<file path="src/rtl/fft_frame_sequencer_if.sv">
// rtl/fft_frame_sequencer_if.sv - beat stream from the frame sequencer to the butterfly datapath
//
// Purpose: groups the registered beat handshake into one bundle.
// Signals:
//   out_data   LANES*DW  registered beat, lane 0 in LSBs
//   out_valid  1         out_data holds an unconsumed beat
//   out_ready  1         sink accepts the beat when out_valid & out_ready
//   out_sof    1         beat is beat 0 of the frame
//   out_eof    1         beat is the last beat of the frame
// Modports: master (sequencer side), slave (datapath side).

interface fft_frame_sequencer_if #(
    parameter int LANES = 8,
    parameter int DW    = 56
);
    logic [LANES*DW-1:0] out_data;
    logic                out_valid;
    logic                out_ready;
    logic                out_sof;
    logic                out_eof;

    modport master (
        output out_data,
        output out_valid,
        output out_sof,
        output out_eof,
        input  out_ready
    );

    modport slave (
        input  out_data,
        input  out_valid,
        input  out_sof,
        input  out_eof,
        output out_ready
    );
endinterface

</file>
<file path="src/rtl/fft_frame_sequencer.sv">
// rtl/fft_frame_sequencer.sv - frame sequencer for the 256-point FFT input scrambler
//
// Purpose: steps the scrambler beat select through one frame, registers each
// mux beat into a valid/ready stage and signals buffer release / frame end.
// Ports:
//   clk, rst_n    clock, asynchronous active-low reset
//   start         frame request (level, sampled in IDLE)
//   frame_rdy     input buffer holds a full frame
//   abort         synchronous frame cancel
//   cycle         beat select to the scrambler mux
//   mux_data      scrambler mux output for the current cycle
//   beat          registered beat stream (master side)
//   busy          sequencer not idle
//   buf_release   one-cycle pulse, last beat read from the buffer
//   frame_done    one-cycle pulse, last beat consumed downstream
//   frame_count   completed (non-aborted) frames, wrapping

module fft_frame_sequencer #(
    parameter int LANES = 8,
    parameter int DW    = 56,
    parameter int BEATS = 32,
    parameter int CW    = 5
) (
    input  logic                clk,
    input  logic                rst_n,
    input  logic                start,
    input  logic                frame_rdy,
    input  logic                abort,
    output logic [CW-1:0]       cycle,
    input  logic [LANES*DW-1:0] mux_data,
    fft_frame_sequencer_if.master beat,
    output logic                busy,
    output logic                buf_release,
    output logic                frame_done,
    output logic [15:0]         frame_count
);
    localparam logic [1:0] S_IDLE  = 2'd0;
    localparam logic [1:0] S_RUN   = 2'd1;
    localparam logic [1:0] S_DRAIN = 2'd2;

    localparam logic [CW-1:0] LAST_BEAT = CW'(BEATS - 1);

    logic [1:0]          state_q,       state_d;
    logic [CW-1:0]       cycle_q,       cycle_d;
    logic [LANES*DW-1:0] data_q,        data_d;
    logic                valid_q,       valid_d;
    logic                sof_q,         sof_d;
    logic                eof_q,         eof_d;
    logic                release_q,     release_d;
    logic                done_q,        done_d;
    logic [15:0]         count_q,       count_d;

    logic load;
    logic consume;
    logic last_beat;

    // The output stage can take a new beat when empty or being drained this cycle.
    assign load      = !valid_q || beat.out_ready;
    assign consume   = valid_q && beat.out_ready;
    assign last_beat = (cycle_q == LAST_BEAT);

    always_comb begin
        state_d   = state_q;
        cycle_d   = cycle_q;
        data_d    = data_q;
        valid_d   = valid_q;
        sof_d     = sof_q;
        eof_d     = eof_q;
        release_d = 1'b0;
        done_d    = 1'b0;
        count_d   = count_q;

        if (abort) begin
            // Cancel drops the pending beat; out_data keeps its stale value
            // since it is qualified by out_valid.
            state_d = S_IDLE;
            cycle_d = '0;
            valid_d = 1'b0;
            sof_d   = 1'b0;
            eof_d   = 1'b0;
        end else begin
            case (state_q)
                S_IDLE: begin
                    cycle_d = '0;
                    if (consume) begin
                        valid_d = 1'b0;
                    end
                    if (start && frame_rdy) begin
                        state_d = S_RUN;
                    end
                end
                S_RUN: begin
                    if (load) begin
                        data_d  = mux_data;
                        valid_d = 1'b1;
                        sof_d   = (cycle_q == '0);
                        eof_d   = last_beat;
                        if (!last_beat) begin
                            cycle_d = cycle_q + CW'(1);
                        end else begin
                            // Buffer has been fully read once the last beat is captured.
                            cycle_d   = '0;
                            release_d = 1'b1;
                            state_d   = S_DRAIN;
                        end
                    end
                end
                S_DRAIN: begin
                    if (consume) begin
                        valid_d = 1'b0;
                        done_d  = 1'b1;
                        count_d = count_q + 16'd1;
                        state_d = S_IDLE;
                    end
                end
                default: begin
                    state_d = S_IDLE;
                    cycle_d = '0;
                    valid_d = 1'b0;
                    sof_d   = 1'b0;
                    eof_d   = 1'b0;
                end
            endcase
        end
    end

    always_ff @(posedge clk or negedge rst_n) begin
        if (!rst_n) begin
            state_q   <= S_IDLE;
            cycle_q   <= '0;
            data_q    <= '0;
            valid_q   <= 1'b0;
            sof_q     <= 1'b0;
            eof_q     <= 1'b0;
            release_q <= 1'b0;
            done_q    <= 1'b0;
            count_q   <= 16'd0;
        end else begin
            state_q   <= state_d;
            cycle_q   <= cycle_d;
            data_q    <= data_d;
            valid_q   <= valid_d;
            sof_q     <= sof_d;
            eof_q     <= eof_d;
            release_q <= release_d;
            done_q    <= done_d;
            count_q   <= count_d;
        end
    end

    assign cycle          = cycle_q;
    assign beat.out_data  = data_q;
    assign beat.out_valid = valid_q;
    assign beat.out_sof   = sof_q;
    assign beat.out_eof   = eof_q;
    assign busy           = (state_q != S_IDLE);
    assign buf_release    = release_q;
    assign frame_done     = done_q;
    assign frame_count    = count_q;
endmodule
</file>
<file path="src/flat_wrapper.sv">
// flat-port wrapper written by rule: the top's interface ports become plain ports
module fft_frame_sequencer_flat 
#(
    parameter int LANES = 8,
    parameter int DW    = 56,
    parameter int BEATS = 32,
    parameter int CW    = 5
)
  (clk, rst_n, start, frame_rdy, abort, cycle, mux_data, busy, buf_release, frame_done, frame_count, beat_out_data, beat_out_valid, beat_out_sof, beat_out_eof, beat_out_ready);
  fft_frame_sequencer_if #(.LANES(LANES), .DW(DW)) beat_i ();
  input  logic clk;
  input  logic rst_n;
  input  logic start;
  input  logic frame_rdy;
  input  logic abort;
  output logic [CW-1:0] cycle;
  input  logic [LANES*DW-1:0] mux_data;
  output logic busy;
  output logic buf_release;
  output logic frame_done;
  output logic [15:0] frame_count;
  output wire logic [$bits(beat_i.out_data)-1:0] beat_out_data;
  output wire logic [$bits(beat_i.out_valid)-1:0] beat_out_valid;
  output wire logic [$bits(beat_i.out_sof)-1:0] beat_out_sof;
  output wire logic [$bits(beat_i.out_eof)-1:0] beat_out_eof;
  input wire logic [$bits(beat_i.out_ready)-1:0] beat_out_ready;
  assign beat_out_data = beat_i.out_data;
  assign beat_out_valid = beat_i.out_valid;
  assign beat_out_sof = beat_i.out_sof;
  assign beat_out_eof = beat_i.out_eof;
  assign beat_i.out_ready = beat_out_ready;
  fft_frame_sequencer #(.LANES(LANES), .DW(DW), .BEATS(BEATS), .CW(CW)) u_core (.clk(clk), .rst_n(rst_n), .start(start), .frame_rdy(frame_rdy), .abort(abort), .cycle(cycle), .mux_data(mux_data), .beat(beat_i), .busy(busy), .buf_release(buf_release), .frame_done(frame_done), .frame_count(frame_count));
endmodule
</file>
<file path="config.mk">
export PLATFORM = sky130hd
export DESIGN_NAME = fft_frame_sequencer_flat
export DESIGN_NICKNAME = d
export VERILOG_FILES = /design/src/rtl/fft_frame_sequencer_if.sv /design/src/rtl/fft_frame_sequencer.sv /design/src/flat_wrapper.sv
export SDC_FILE = /design/constraint.sdc
export NUM_CORES = 1
export LEC_CHECK = 0
export BUFFER_PORTS_ARGS = -buffer_cell sky130_fd_sc_hd__buf_2
export CELL_PAD_IN_SITES_DETAIL_PLACEMENT = 0
export CELL_PAD_IN_SITES_GLOBAL_PLACEMENT = 1
export CORE_AREA = 5 5 354 356
export DETAILED_ROUTE_END_ITERATION = 7
export DIE_AREA = 0 0 359 361
export HOLD_SLACK_MARGIN = 0.12
export PLACE_DENSITY = 0.47
export SYNTH_ARGS = -nofsm -noshare
export SYNTH_HDL_FRONTEND = slang
export SYNTH_SLANG_ARGS = --single-unit
</file>
<file path="constraint.sdc">
create_clock -name clk -period 2.1 [get_ports clk]
set_input_delay 0.42 -clock clk [delete_from_list [all_inputs] [get_ports clk]]
set_output_delay 0.42 -clock clk [all_outputs]
set_load 0.01 [all_outputs]
</file>
==> summary.md <==
| Metric | Value |
|---|---|
| Worst setup EP type | flop |
| Cell row count | around 130 |
| Count of final hold-check violations | 0 |
| Port-buffer cells | 928 |
| Leading area contributor after synthesis | dfrtp_1 |
| Comb pwr share | between 20% and 30% |
| Sequential group share of total power | between 40% and 50% |
| CP max FO | 3 |
| Setup TNS | 0 ps |
| Hold crit path type | input port to flop |
| Yosys reg bits | ~480 |
| Core area | approximately 120000 sq um |
| Worst Path Required | around 2600 ps |
| Synthesized cell area | 17960 sq um |
| Final min period | roughly 2100 ps |
| Post-DRT Antenna Nets | 0 |
| Initial DRC Count | between 300 and 400 |
| Syn Inst Count | 1068 |
| Kind of critical path | flop to flop |
| Vias in the first global route | ~17000 |
| Synthesized Nets | ~1500 |
| I/O Pins | ~930 |
| Count leader, synth | dfrtp_1 |
| Pre-antenna DRT Iters | 4 |
| All-Layer GR Usage | ~11% |
| Number of enable flip-flop cells after synthesis | 0 |
| Peak supply drop | about 0.55 mV |
| H-tree depth | 2 |
| CTS Buffer Depth | 3 |
| Post-route insts no fill | between 4000 and 5000 |
| Total leakage power | around 15 nW |
| Syn Area/Cell | approximately 17 sq um |
| Max-slew headroom at the worst pin | ~60% |
| Status | finished, final reports clean |
| GP Congestion | 0.8285 |
| Clock transition at the registers of the reported paths | approximately 60 ps |
| Root Driver | clkbuf_16 |
| Largest net degree at the start of global routing | 62 |
| Final wirelength | ~75 mm |
| Share of post-route cells with drive strength above 1 | between 50 and 60% |
| Synth cell count leaders | dfrtp_1, mux2_2, buf_4, mux2_1, xnor2_1 |
| Seq/Total Area, Yosys | 66.34% |
| Fin nets | ~3000 |
| P per Cell Area | between 900 and 1000 nW/um^2 |
| Cell area after placement | around 25000 sq um |
| RSZ-0062 raised after global routing | yes |
| Synth cell types | 37 |
| Max-cap violations | 0 |
| Max Clk Rate | 482.2 MHz |
| Arrival time worst endpoint | ~2600 ps |
| Cell area after layout | about 32000 sq um |
| Antenna violations before repair | 14 |
| Top-area cell type share of the netlist area | about two thirds |
| Die width | 359 um |
| Worst-Margin Slew | around 610 ps |
| Routed vias/inst | roughly 3.5 |
| Global-route wire length before repair | ~110 mm |
| Final-report max-slew violation count | 0 |
| Int Power | approximately 22 mW |
| Post-synthesis async set-or-reset flop share | between 90% and 100% |
| YS warnings | 0 |
| Die area | approximately 130000 sq um |
| Initial core utilization | 14.79% |
| Die H | approximately 360 um |
| Ranking of synthesized cells by area | dfrtp_1, mux2_2, mux2_1 |
| Final HPWL DP | about 60 mm |
| Clock Sinks | 476 |
| Via count | roughly 15000 |
| Area Growth Syn to Fin | 76.19% |
| Post-placement cell count | about 3600 |
| CTS tree | done |
| Routed len/inst | ~18 um |
| Final setup viols | 0 |
| Residual DRC | 0 |
| Gr ovfl total | 0 |
| WHS | between 200 and 250 ps |
| Clock latency on the worst-skew pair | between 600 and 700 ps |
| Switching part of the total power | 29.74% |
| TritonCTS Buffers | 59 |
| Crit path launch type | flop |
| Fin crit share | between 90% and 100% |
| Overall Power | approximately 31 mW |
| Power share of the clock group | between 30% and 40% |
| Psw | 9.364 mW |
| Clock Skews | 15.21 ps |
| Primary FF master, synth | dfrtp_1 |
cells by family (layout without fill, tap and decap cells):
group | Yosys count | count (layout) | share of synthesized area [%]
buffers and inverters | 57 | 1569 | 2.146
multiplexers | 449 | 449 | 28.16
other | 0 | 10 | 0
XOR/XNOR | 15 | 15 | 0.7317
AO/OA/AOI/OAI | 14 | 14 | 0.5157
flip-flops | 476 | 476 | 66.34
adder cells (fa/ha/maj) | 5 | 5 | 0.3484
AND/OR/NAND/NOR | 52 | 52 | 1.763
placed cells by master (no fill, tap or decap), types with 6 or more instances in the layout:
cell / n
buf_2: 926
dfrtp_1: 473
dlygate4sd3_1: 453
mux2_2: 420
buf_4: 62
clkbuf_16: 60
mux2_1: 29
clkbuf_1: 14
buf_12: 14
xnor2_1: 13
clkbuf_8: 12
clkinv_2: 11
diode_2: 10
nand2_1: 9
nand3_1: 8
nand2b_1: 6
bufinv_16: 6
path summary, 6_finish.rpt:
| check | start | end | slack [ps] | cells past startpoint |
|---|---|---|---|---|
| max | u_core.cycle[1]$_DFFE_PN0P_ | u_core.cycle[3]$_DFFE_PN0P_ | 30 | 6 |
| min | beat_out_ready | u_core.state_q[1]$_DFFE_PN0P_ | 200 | 4 |
| max reg2reg | u_core.cycle[1]$_DFFE_PN0P_ | u_core.cycle[3]$_DFFE_PN0P_ | 30 | 6 |
| min reg2reg | u_core.frame_count[15]$_DFFE_PN0P_ | u_core.frame_count[15]$_DFFE_PN0P_ | 460 | 1 |
| max in group asynchronous | rst_n | u_core.beat.out_data[3]$_DFFE_PN0P_ | 800 | 3 |
| min in group asynchronous | rst_n | u_core.beat.out_data[321]$_DFFE_PN0P_ | 370 | 2 |
power by group through the flow:
stage          logic [mW]  registers, mW  clock network, mW
2_1_floorplan        2.24           13.9                  0
3_3_place_gp         7.58           13.0                  0
3_5_place_dp         7.66           13.0                  0
4_1_cts              8.38           12.9               10.9
5_1_grt              8.83           13.2               11.2
6_report             8.19           12.9               10.4
repair_timing:
action,4_1_cts,5_1_grt
endpoints found under the setup margin,3,3
pin swaps,4,1
gates cloned,0,0
hold endpoints to repair,472,0
buffers inserted,2,1
hold buffers,453,0
resized for setup,1,4
cell type report:
class,count,area (sq um)
fill,12771,89760
sequential,476,11920
timing repair buffer,1459,9963
multi-input combinational,535,5694
tap,1625,2033
clock buffer,86,1719
clock inverter,21,275.3
antenna,10,25.02
inverter,3,11.26
layer usage:
layer	global-route usage, %	part of all wire, %
met1	11.86	36
met2	20.55	52
met3	4.046	8.7
met4	3.620	3.1
met5	0	0
stage by stage:
| stage | setup slack (ps) | utilization, % |
|---|---|---|
| after detailed placement | -28.71 | 20.63 |
| after global placement | -81.88 | 20.63 |
| after floorplan | -25.26 | - |
| after global routing | -18.56 | 26.05 |
| final | 26.16 | 26.06 |
| after CTS | -20.89 | 26.02 |
state kept, by name, indices dropped and copies added, names as in the netlist:
signal and flops:
u_core.frame_count 16, u_core.cycle 5, u_core.state_q 2, u_core.beat.out_data 448, u_core.beat.out_sof 1, u_core.buf_release 1, u_core.beat.out_eof 1, u_core.beat.out_valid 1
u_core.frame_done 1
critical path, cell delays in order, from the launching register on:
cell	delay, ps
dfrtp_2	420
ha_4	160
and3_4	190
ha_4	150
or4b_4	480
or4_1	470
o211ai_1	100
Power figures use the tool's default switching activity.
